<file path="src/rtl/param_timer_arbiter.sv">
// rtl/param_timer_arbiter.sv - one shared down-counter arbitrated among NREQ one-shot timer requesters
//
// Purpose: NREQ requesters share one down-counter. A pending request wins
// arbitration in IDLE. Its timeout is loaded and counted down to expiry.
// The owner then gets a single-cycle done pulse.
// Build option: define PARAM_TIMER_RR_EN for round-robin arbitration.
// When it is undefined, arbitration is fixed priority (lowest index wins).
//
// Ports:
//   clk   in   1       clock, rising edge
//   rst_  in   1       asynchronous active-low reset
//   req   in   NREQ    level request per requester (drop to abort)
//   load  in   NREQ*W  per-requester timeout, requester i at [i*W +: W]
//   gnt   out  NREQ    one-hot owner of the counter, zero when idle
//   done  out  NREQ    one-cycle expiry pulse on the owner's bit
//   busy  out  1       high while the counter is owned (RUN and DONE)
//   cnt   out  W       current counter value

module param_timer_arbiter #(
   parameter int NREQ = 4,
   parameter int MOD  = 40000,
   localparam int W   = $clog2(MOD)
) (
   input  logic              clk,
   input  logic              rst_,
   input  logic [NREQ-1:0]   req,
   input  logic [NREQ*W-1:0] load,
   output logic [NREQ-1:0]   gnt,
   output logic [NREQ-1:0]   done,
   output logic              busy,
   output logic [W-1:0]      cnt
);

   localparam int            IW      = (NREQ > 1) ? $clog2(NREQ) : 1;
   localparam logic [W-1:0]  CNT_MAX = W'(MOD - 1);

   typedef enum logic [1:0] {IDLE, RUN, DONE} state_t;

   state_t          state, state_n;
   logic [IW-1:0]   owner, owner_n;
   logic [W-1:0]    cnt_n;
   logic [NREQ-1:0] gnt_n, done_n, owner_oh;
   logic            busy_n;
   logic [IW-1:0]   win, idx;
   logic            win_valid;
   logic [W-1:0]    win_load, load_eff;
`ifdef PARAM_TIMER_RR_EN
   logic [IW-1:0]   ptr, ptr_n;
`endif

   // Arbitration: only consumed in IDLE.
   always_comb begin
      win       = '0;
      win_valid = 1'b0;
      idx       = '0;
`ifdef PARAM_TIMER_RR_EN
      // Search starts one past the last owner and wraps around.
      for (int i = 1; i <= NREQ; i++) begin
         idx = IW'((int'(ptr) + i) % NREQ);
         if (!win_valid && req[idx]) begin
            win       = idx;
            win_valid = 1'b1;
         end
      end
`else
      // Scan downward so the lowest pending index is the last to overwrite.
      for (int i = NREQ - 1; i >= 0; i--) begin
         idx = IW'(i);
         if (req[idx]) begin
            win       = idx;
            win_valid = 1'b1;
         end
      end
`endif
   end

   // Winner's load, with 0 promoted to 1 and oversize values clamped.
   always_comb begin
      win_load = '0;
      for (int i = 0; i < NREQ; i++) begin
         if (win == IW'(i)) win_load = load[i*W +: W];
      end
      if (win_load == '0)          load_eff = W'(1);
      else if (win_load > CNT_MAX) load_eff = CNT_MAX;
      else                         load_eff = win_load;
   end

   assign owner_oh = NREQ'(1) << owner;

   always_comb begin
      state_n = state;
      owner_n = owner;
      cnt_n   = cnt;
      gnt_n   = '0;
      done_n  = '0;
      busy_n  = 1'b0;
`ifdef PARAM_TIMER_RR_EN
      ptr_n   = ptr;
`endif
      unique case (state)
         IDLE: begin
            cnt_n = '0;
            if (win_valid) begin
               state_n = RUN;
               owner_n = win;
               cnt_n   = load_eff;
               gnt_n   = NREQ'(1) << win;
               busy_n  = 1'b1;
`ifdef PARAM_TIMER_RR_EN
               ptr_n   = win;
`endif
            end
         end
         RUN: begin
            // An owner dropping its request beats expiry in the same cycle.
            if (!req[owner]) begin
               state_n = IDLE;
               cnt_n   = '0;
            end else if (cnt == W'(1)) begin
               state_n = DONE;
               cnt_n   = '0;
               gnt_n   = owner_oh;
               done_n  = owner_oh;
               busy_n  = 1'b1;
            end else begin
               cnt_n   = cnt - W'(1);
               gnt_n   = owner_oh;
               busy_n  = 1'b1;
            end
         end
         DONE: begin
            state_n = IDLE;
            cnt_n   = '0;
         end
         default: begin
            state_n = IDLE;
            cnt_n   = '0;
         end
      endcase
   end

   always_ff @(posedge clk or negedge rst_) begin
      if (!rst_) begin
         state <= IDLE;
         owner <= '0;
         cnt   <= '0;
         gnt   <= '0;
         done  <= '0;
         busy  <= 1'b0;
`ifdef PARAM_TIMER_RR_EN
         ptr   <= IW'(NREQ - 1);
`endif
      end else begin
         state <= state_n;
         owner <= owner_n;
         cnt   <= cnt_n;
         gnt   <= gnt_n;
         done  <= done_n;
         busy  <= busy_n;
`ifdef PARAM_TIMER_RR_EN
         ptr   <= ptr_n;
`endif
      end
   end

endmodule

</file>
<file path="config.mk">
export PLATFORM = sky130hd
export DESIGN_NAME = param_timer_arbiter
export DESIGN_NICKNAME = d
export VERILOG_FILES = /design/src/rtl/param_timer_arbiter.sv
export SDC_FILE = /design/constraint.sdc
export NUM_CORES = 1
export LEC_CHECK = 0
export BUFFER_PORTS_ARGS = -buffer_cell sky130_fd_sc_hd__buf_2
export CORE_ASPECT_RATIO = 1.5
export CORE_MARGIN = 5
export CORE_UTILIZATION = 44
export CTS_BUF_LIST = sky130_fd_sc_hd__clkbuf_16
export DETAILED_ROUTE_END_ITERATION = 10
export GPL_TIMING_DRIVEN = 0
export HOLD_SLACK_MARGIN = 0.03
export PLACE_DENSITY = 0.76
export SLEW_MARGIN = 20
export SYNTH_ARGS = -nofsm -noshare
export SYNTH_HDL_FRONTEND = slang
export SYNTH_SLANG_ARGS = --single-unit
</file>
<file path="constraint.sdc">
create_clock -name clk -period 2.3 [get_ports clk]
set_input_delay 0.23 -clock clk [delete_from_list [all_inputs] [get_ports clk]]
set_output_delay 0.23 -clock clk [all_outputs]
set_load 0.01 [all_outputs]
</file>
Yosys cells after proc, flatten, opt, wreduce, memory -nomap -nowiden
Cells that the tools add are included.
{"block": "word_totals", "word_cells": 56, "input_bits": 70, "reg_bits": 29, "output_inout_bits": 25}
{"block": "op_classes", "reduce_logical": 5, "n_shift": 2, "add_sub_neg": 1, "muxes": 33, "order_cmp": 2, "n_eq_ne": 7}
{"operator": "16-bit two-way mux", "n": 9}
{"operator": "16-bit case mux with 2 select lines", "n": 1}
{"operator": "4-bit two-way mux", "n": 5}
{"operator": "16-bit by 1-bit equality test with 1-bit output, second input constant", "n": 1}
{"operator": "16-bit greater-than comparator, second input constant", "n": 1}
{"operator": "16-bit zero test", "n": 1}
{"operator": "16-bit by 1-bit subtractor with 16-bit output, second input constant", "n": 1}
{"operator": "2-bit two-way mux", "n": 7}
{"operator": "4-bit case mux with 2 select lines", "n": 1}
{"operator": "1-bit by 2-bit left shift with 4-bit output, first input constant", "n": 2}
{"operator": "1-bit two-way mux", "n": 7}
{"operator": "2-bit by 1-bit equality test with 1-bit output, second input constant", "n": 2}
{"operator": "2-bit equality test, second input constant", "n": 2}
{"operator": "2-bit zero test", "n": 2}
{"operator": "2-bit case mux with 2 select lines", "n": 1}
{"operator": "2-bit AND reduction", "n": 2}
{"operator": "2-bit by 3-bit < comparator with 1-bit output, second input constant", "n": 1}
{"operator": "3-bit inequality test, second input constant", "n": 1}
{"operator": "1-bit binary-select mux with 2-bit select", "n": 1}
{"operator": "2-bit inequality test, second input constant", "n": 1}
{"operator": "1-bit case mux with 2 select lines", "n": 1}

Depth between registers and ports, before layout
Gate-level depths: netlist of run 1.
{"block": "logic_depth", "ltp_word": 14, "ltp_mapped": 11}

Least setup slack after synthesis of run 1
Ideal clock, no wire load.
{"block": "synth_timing", "kind": "reg-to-reg", "start": "reg cnt[8]", "end": "reg cnt[0]", "setup_slack_ns": 0.113, "arrival_ns": 2.042, "setup_ns": 0.145, "period_less_slack_ns": 2.187, "path_stages_with_launch": 9, "path_buffers": 2, "cell_sequence": "dfrtp_1 -> or4_4 -> or3_4 -> nor4_2 -> nand4b_1 -> nand2b_1 -> buf_4 -> buf_6 -> o22ai_1"}
{"block": "synth_via", "elab_chain_len": 4}
{"element": "start: declaration", "line": "31", "text": "output logic [W-1:0] cnt"}
{"element": "start signal: assignment", "line": "156", "text": "cnt <= cnt_n;"}
{"element": "16-bit by 1-bit equality test with 1-bit output", "line": "119", "text": "end else if (cnt == W'(1)) begin"}
{"element": "16-bit two-way mux", "line": "119"}
{"element": "16-bit two-way mux", "line": "116", "text": "if (!req[owner]) begin"}
{"element": "16-bit case mux with 2 select lines", "line": "100", "text": "unique case (state)"}
{"element": "net cnt_n[0]", "line": "41", "text": "logic [W-1:0] cnt_n;"}
The timed path passes the listed nets, and every way through them passes these cells.
A chain may end at the register's enable or synchronous reset.

Final worst setup path of run 1
{"block": "layout_timing", "start": "reg cnt[6]", "end": "reg cnt[6]"}
{"block": "layout_via", "elab_chain_len": 4, "elab_cells_between_ends": 5, "classes_between": "1 x add/sub; 1 x eq/ne; 3 x mux"}
{"element": "16-bit by 1-bit subtractor with 16-bit output / 16-bit by 1-bit equality test with 1-bit output (equally long branches)", "line": "126, 119"}
{"element": "16-bit two-way mux *", "line": "119"}
{"element": "16-bit two-way mux *", "line": "116"}
{"element": "16-bit case mux with 2 select lines *", "line": "100"}
{"element": "net cnt_n[6]", "line": "41"}
Mark *: on every way through the listed nets, which the timed path passes. The rest lies on a longest branch.

==> results of run 1 <==
## per-layer routing
metal / vias up / routed length, microns
li1: 1230 / -
met1: 1172 / 2750
met2: 109 / 3720
met3: 15 / 462
met4: 0 / 191
met5: - / 0
## layout make-up
class | count | area, sq um | area share
multi-input cells | 219 | 1470 | 0.460
clock buffers | 5 | 125 | 0.0393
flip-flops and latches | 29 | 727 | 0.228
plain buffers | 21 | 151 | 0.0475
clock inverters | 3 | 41.3 | 0.0130
well taps | 68 | 85.1 | 0.0267
inverters | 10 | 37.5 | 0.0118
repair buffers | 101 | 553 | 0.174
## power by group through the flow
stage / clock (mW) / combinational (mW) / sequential [mW]
global placement: 0 / 1.38 / 0.856
CTS: 0.726 / 1.46 / 0.864
detailed placement: 0 / 1.41 / 0.869
finish: 0.717 / 1.69 / 0.868
global route: 0.754 / 1.83 / 0.896
floorplan: 0 / 0.907 / 0.930
## kinds of logic after synthesis
group	Yosys count	share of synthesized area
flops	29	0.317
compound gates	82	0.239
buf+inv	31	0.0791
xor+xnor	14	0.0535
fa+ha+maj	2	0.0109
mux	1	0.00982
simple gates	120	0.291
## sequential cells by signal (all words and copies together), names as in the netlist
| register | count |
|---|---|
| owner | 2 |
| busy | 1 |
| state | 2 |
| cnt | 16 |
| gnt | 4 |
| done | 4 |
## stage by stage
stage	TNS, ns	area (sq um)
after CTS	0	3040
after global placement	-0.511	2840
final	-0.147	3190
after detailed placement	-0.643	2840
after global routing	-1.80	3190
after floorplan	0	2290
## synth_stat cells (all sizes together), types with 3 or more instances
library cell / instances / area [sq um]
xor2: 4 / 35.0
nand2: 35 / 134
o21ai: 10 / 50.1
a31oi: 3 / 18.8
a21oi: 26 / 134
a221oi: 8 / 70.1
nand3: 8 / 40.0
or2: 5 / 33.8
o22ai: 18 / 113
nor2: 21 / 100
nor3: 11 / 55.1
nand2b: 19 / 126
o32ai: 4 / 50.1
a22o: 7 / 61.3
inv: 10 / 37.5
nor4: 7 / 56.3
nor3b: 3 / 22.5
dfrtp: 29 / 726
xnor2: 10 / 87.6
clkbuf: 4 / 15.0
buf: 17 / 129
## worst max-delay path, cell delays in order (launching register included)
cell and delay, ns:
dfrtp_2 0.44, or4_4 0.50, or3_4 0.38, nor4_4 0.19
nand4b_1 0.19, nand2b_1 0.16, buf_6 0.14, clkbuf_16 0.15
o32ai_2 0.06
## timing repair
action                                  CTS  global route
pin swaps                                 1             2
setup buffers                             1             5
cloned                                    0             1
endpoints found under the setup margin   12            15
hold buffers                              1             0
hold endpoints to repair                 29             0
resized for setup                         2            17
## how the worst min path moves through the flow
stage	start	endpoint	slack (ns)
global placement	rst_	gnt[3]	0.27
floorplan	rst_	busy	-0.07
finish	load[62]	cnt[14]	0.37
global route	load[62]	cnt[14]	0.39
CTS	load[61]	cnt[13]	0.35
detailed placement	rst_	gnt[1]	0.27
==> flow_metrics.py, run 1 <==
metrics = {
    "outcome": {
        "status": "finished with violations",
        "violations": "setup timing",
    },
    "grt": {
        "grt_pass1_vias": 2388,
        "grt_max_degree": 30,
        "grt.busiest_layer": "met2",
        "antenna_found_initial": 0,
        "gr-usage-met3": 0.0334,
        "grt_util_met2": 0.357,
        "grt_pass1_wl_mm": 11.0,
        "overflow": 0,
        "grt_usage": 0.210,
        "grt_use_met1": 0.254,
    },
    "sta": {
        "skew_ns": 0.00317,
        "hold_violations": 0,
        "maxSlewViolCount": 0,
        "fin_ws_ns": -0.0294,
        "rsz0062_at_grt": "yes",
        "tightest_slew_ns": 0.609,
        "max_freq_ghz": 0.429,
        "slew_headroom": 0.591,
        "fin_crit_sh": 1.01,
        "whs_ns": 0.374,
        "finalSetupViolations": 10,
        "fin_crit_ns": 2.33,
    },
    "synth": {
        "synth_cell_types": 50,
        "netlist_area_sq_um": 2290,
        "synth_nets": 351,
        "synthCells": 279,
        "seq_area_frac_synth": 0.317,
        "yosysWarnings": 0,
        "synth-edff-count": 0,
        "syn_avg_cell_area_sq_um": 8.22,
        "async_reset_ff_frac": 1.00,
        "ys_ff_latch": 29,
        "ys.flop_type": "dfrtp_1",
    },
    "worst_setup_path": {
        "r2r-start": "cnt[6]",
        "rrSetupSlack_ns": -0.03,
        "cp.required_ns": 2.44,
        "cp.arrival_ns": 2.47,
        "r2r_cells": 8,
        "worstReg2RegEnd": "cnt[6]",
        "end_kind": "flop",
        "start_kind": "flop",
        "cp_max_fo": 6,
        "crit_type": "flop to flop",
        "critPathLaunch": "cnt[6]",
        "crit_path_end": "cnt[6]",
    },
    "clock_network": {
        "clkSinkCount": 29,
        "cts_made_buffers": 5,
        "clkSlewWorstSetupHoldPaths_ns": 0.05,
        "clock_path_buffers": 2,
        "cts_root_buf": "clkbuf_16",
        "htreeDepth": 2,
        "insertion_delay_ns": 0.27,
        "cts_tree": "done",
    },
    "run": {
        "drv_cap": 0,
    },
    "place": {
        "hpwl_mm": 5.65,
        "io_buffers": 93,
        "pre_cts_slack_ns": -0.0807,
        "gp_congestion": 0.894,
        "dp_cells": 440,
    },
    "floorplan": {
        "fp.dieArea_sq_um": 6780,
        "io_pins": 95,
        "placementRows": 32,
        "die_w_microns": 68.9,
        "fp.dieH_microns": 98.4,
        "core-area_sq_um": 5080,
        "start_util": 0.451,
    },
    "routing": {
        "drtIter0Drc": 107,
        "vias": 2526,
        "drt-wirelength-per-cell_microns": 15.6,
        "drcViolationCount": 0,
        "totalWireLength_mm": 7.13,
        "drtPass1Iterations": 5,
        "ant_nets": 0,
        "vias_per_cell": 5.54,
    },
    "power_and_ir_drop": {
        "switching_share": 0.385,
        "totalPowerFinal_mw": 3.27,
        "combPwrFrac": 0.515,
        "irDropWorstVdd_mv": 0.400,
        "leakage_nw": 1.50,
        "total_switching_power_mw": 1.26,
        "p_int_mw": 2.01,
        "pwr_density_cell_nw_per_um2": 1030,
        "p_seq_frac": 0.265,
        "p_clk_frac": 0.219,
    },
    "final_layout": {
        "diodes": 0,
        "final_core_util": 0.626,
        "fin_cells": 456,
        "final_layout_size_suffix_gt1_frac": 0.397,
        "final_common_cell": "buf_2",
        "final_cell_mix": "buf_2, nand2_1, dfrtp_1, a21oi_1",
        "fillCellCount": 462,
        "areaGrowthSynthToFinish_pct": 39.0,
        "nNetsFinal": 459,
    },
    "worst_hold_path": {
        "hold_class": "input port to flop",
        "hold_path_depth": 3,
    },
}
Note: power is estimated with default switching activity, not from simulation.
==> run 2: changes to the inputs <==
--- a/config.mk
+++ b/config.mk
@@ -11,7 +11,7 @@
 export CORE_UTILIZATION = 44
 export CTS_BUF_LIST = sky130_fd_sc_hd__clkbuf_16
 export DETAILED_ROUTE_END_ITERATION = 10
-export GPL_TIMING_DRIVEN = 0
+export GPL_TIMING_DRIVEN = 1
 export HOLD_SLACK_MARGIN = 0.03
 export PLACE_DENSITY = 0.76
 export SLEW_MARGIN = 20
==> run 2 against run 1 <==
Against the previous run:
- the flow now finishes without violations
- register-to-register slack gained 0.09 ns
- sequential share of layout area grew 1.1 points
- core utilization shrank 2.9 points
- clock-buffer cell count is the same
- clock power shrank 14%
- flip-flop and latch count is the same
- first-iteration DRC count grew 0.93%
==> flow_metrics.py, run 2 (synthesized netlist as in run 1, its figures left out) <==
metrics = {
    "final_layout": {
        "largest_reg_flops": 16,
        "nNetsFinal": 453,
        "multi_input_comb_area_sq_um": 1400,
        "fillCellCount": 483,
        "reg.largest.list": "cnt (16), done (4), gnt (4)",
        "final_core_util": 0.597,
        "areaGrowthSynthToFinish_pct": 32.5,
        "final_layout_size_suffix_gt1_frac": 0.366,
        "final_common_cell": "buf_2",
        "seqCellArea_sq_um": 726,
        "diodes": 0,
        "stdcell_area_sq_um": 3040,
        "fin_cells": 450,
        "final_cell_mix": "buf_2, nand2_1, dfrtp_1, a21oi_1, buf_4",
        "largest_register": "cnt",
    },
    "routing": {
        "vias": 2512,
        "drt-wirelength-per-cell_microns": 15.0,
        "totalWireLength_mm": 6.76,
        "drcViolationCount": 0,
        "ant_nets": 0,
        "drtIter0Drc": 108,
        "drtPass1Iterations": 6,
        "vias_per_cell": 5.58,
    },
    "run": {
        "drv_cap": 0,
    },
    "floorplan": {
        "fp.dieH_microns": 98.4,
        "fp.dieArea_sq_um": 6780,
        "placementRows": 32,
        "io_pins": 95,
        "core-area_sq_um": 5080,
        "die_w_microns": 68.9,
        "start_util": 0.451,
    },
    "place": {
        "dp_cells": 439,
        "post_dp_cell_area_sq_um": 2860,
        "hpwl_mm": 5.34,
        "pre_cts_slack_ns": 0.0157,
        "io_buffers": 94,
        "gp_congestion": 0.864,
    },
    "worst_setup_path": {
        "cp_max_fo": 15,
        "r2r-start": "cnt[8]",
        "cp.arrival_ns": 2.38,
        "critPathLaunch": "cnt[8]",
        "start_kind": "flop",
        "crit_type": "flop to flop",
        "cp.required_ns": 2.44,
        "end_kind": "flop",
    },
    "sta": {
        "maxSlewViolCount": 0,
        "rsz0062_at_grt": "yes",
        "skew_ns": 0.00402,
        "max_freq_ghz": 0.447,
        "setup_tns_ns": 0,
        "tightest_slew_ns": 0.603,
        "finalSetupViolations": 0,
        "slew_headroom": 0.598,
        "whs_ns": 0.309,
        "fin_crit_ns": 2.24,
        "hold_violations": 0,
        "fin_ws_ns": 0.0640,
        "fin_crit_sh": 0.972,
    },
    "grt": {
        "antenna_found_initial": 0,
        "grt_pass1_vias": 2441,
        "grt_max_degree": 30,
        "grt_pass1_wl_mm": 11.0,
        "grt_usage": 0.208,
        "overflow": 0,
    },
    "clock_network": {
        "clock_path_buffers": 2,
        "cts_made_buffers": 5,
        "insertion_delay_ns": 0.28,
        "cts_root_buf": "clkbuf_16",
        "cts_tree": "done",
        "htreeDepth": 2,
        "clkSlewWorstSetupHoldPaths_ns": 0.05,
        "clkSinkCount": 29,
    },
    "power_and_ir_drop": {
        "totalPowerFinal_mw": 3.00,
        "pwr_density_cell_nw_per_um2": 989,
        "leakage_nw": 1.45,
        "irDropWorstVdd_mv": 0.377,
    },
    "outcome": {
        "status": "finished, final reports clean",
    },
    "worst_hold_path": {
        "worstHoldStart": "req[2]",
        "hold_class": "input port to flop",
    },
}
==> run 2: cell types whose count changed in the layout (fill, tap and decap cells not counted), sizes merged <==
cell,change
clkbuf,-5
clkinv,+1
buf,-1
bufinv,-1
==> run 2: path summary, 6_finish.rpt <==
| check | end | slack, ns | depth (start not counted) |
|---|---|---|---|
| max | cnt[9] | 0.06 | 7 |
| min | gnt[2] | 0.31 | 2 |
| max reg2reg | cnt[9] | 0.06 | 7 |
| min reg2reg | gnt[1] | 0.55 | 1 |
| max in group asynchronous | cnt[9] | 1.40 | 2 |
| min in group asynchronous | gnt[3] | 0.50 | 2 |
==> run 2: what timing repair did <==
item,CTS,global route
setup endpoints to repair,13,20
setup buffers,1,1
hold endpoints to repair,29,0
hold buffers,1,0
resized for setup,0,2
pin swaps,0,1
==> run 2: area by class of cell <==
| class | instances | share of cell area |
|---|---|---|
| clock inverter | 3 | 0.00577 |
| inverter | 10 | 0.0124 |
| clock buffer | 5 | 0.0412 |
| timing repair buffer | 116 | 0.214 |
| multi-input combinational | 219 | 0.460 |
| sequential | 29 | 0.239 |
| tap | 68 | 0.0280 |
==> run 2: critical path, stage by stage, from the launching register on <==
cell and delay, ns:
dfrtp_1 0.37, or4_4 0.55, or3_4 0.37, nor4_4 0.18, nand4b_1 0.19, nand2b_1 0.21
buf_12 0.16, o32ai_1 0.08
==> run 2: where the power goes <==
part | internal, mW | leakage [nW] | total [mW] | switching, mW
sequential | 0.696 | 0.375 | 0.894 | 0.199
clock | 0.395 | 0.0696 | 0.619 | 0.224
combinational | 0.724 | 1.01 | 1.49 | 0.766
total | 1.81 | 1.45 | 3.00 | 1.19
==> run 2: per-layer routing <==
layer	global-route usage	vias to the layer above	routed length, microns
met2	0.328	107	3380
met4	0.108	0	209
li1	-	1217	-
met1	0.264	1171	2740
met3	0.0345	17	434
met5	0	-	0
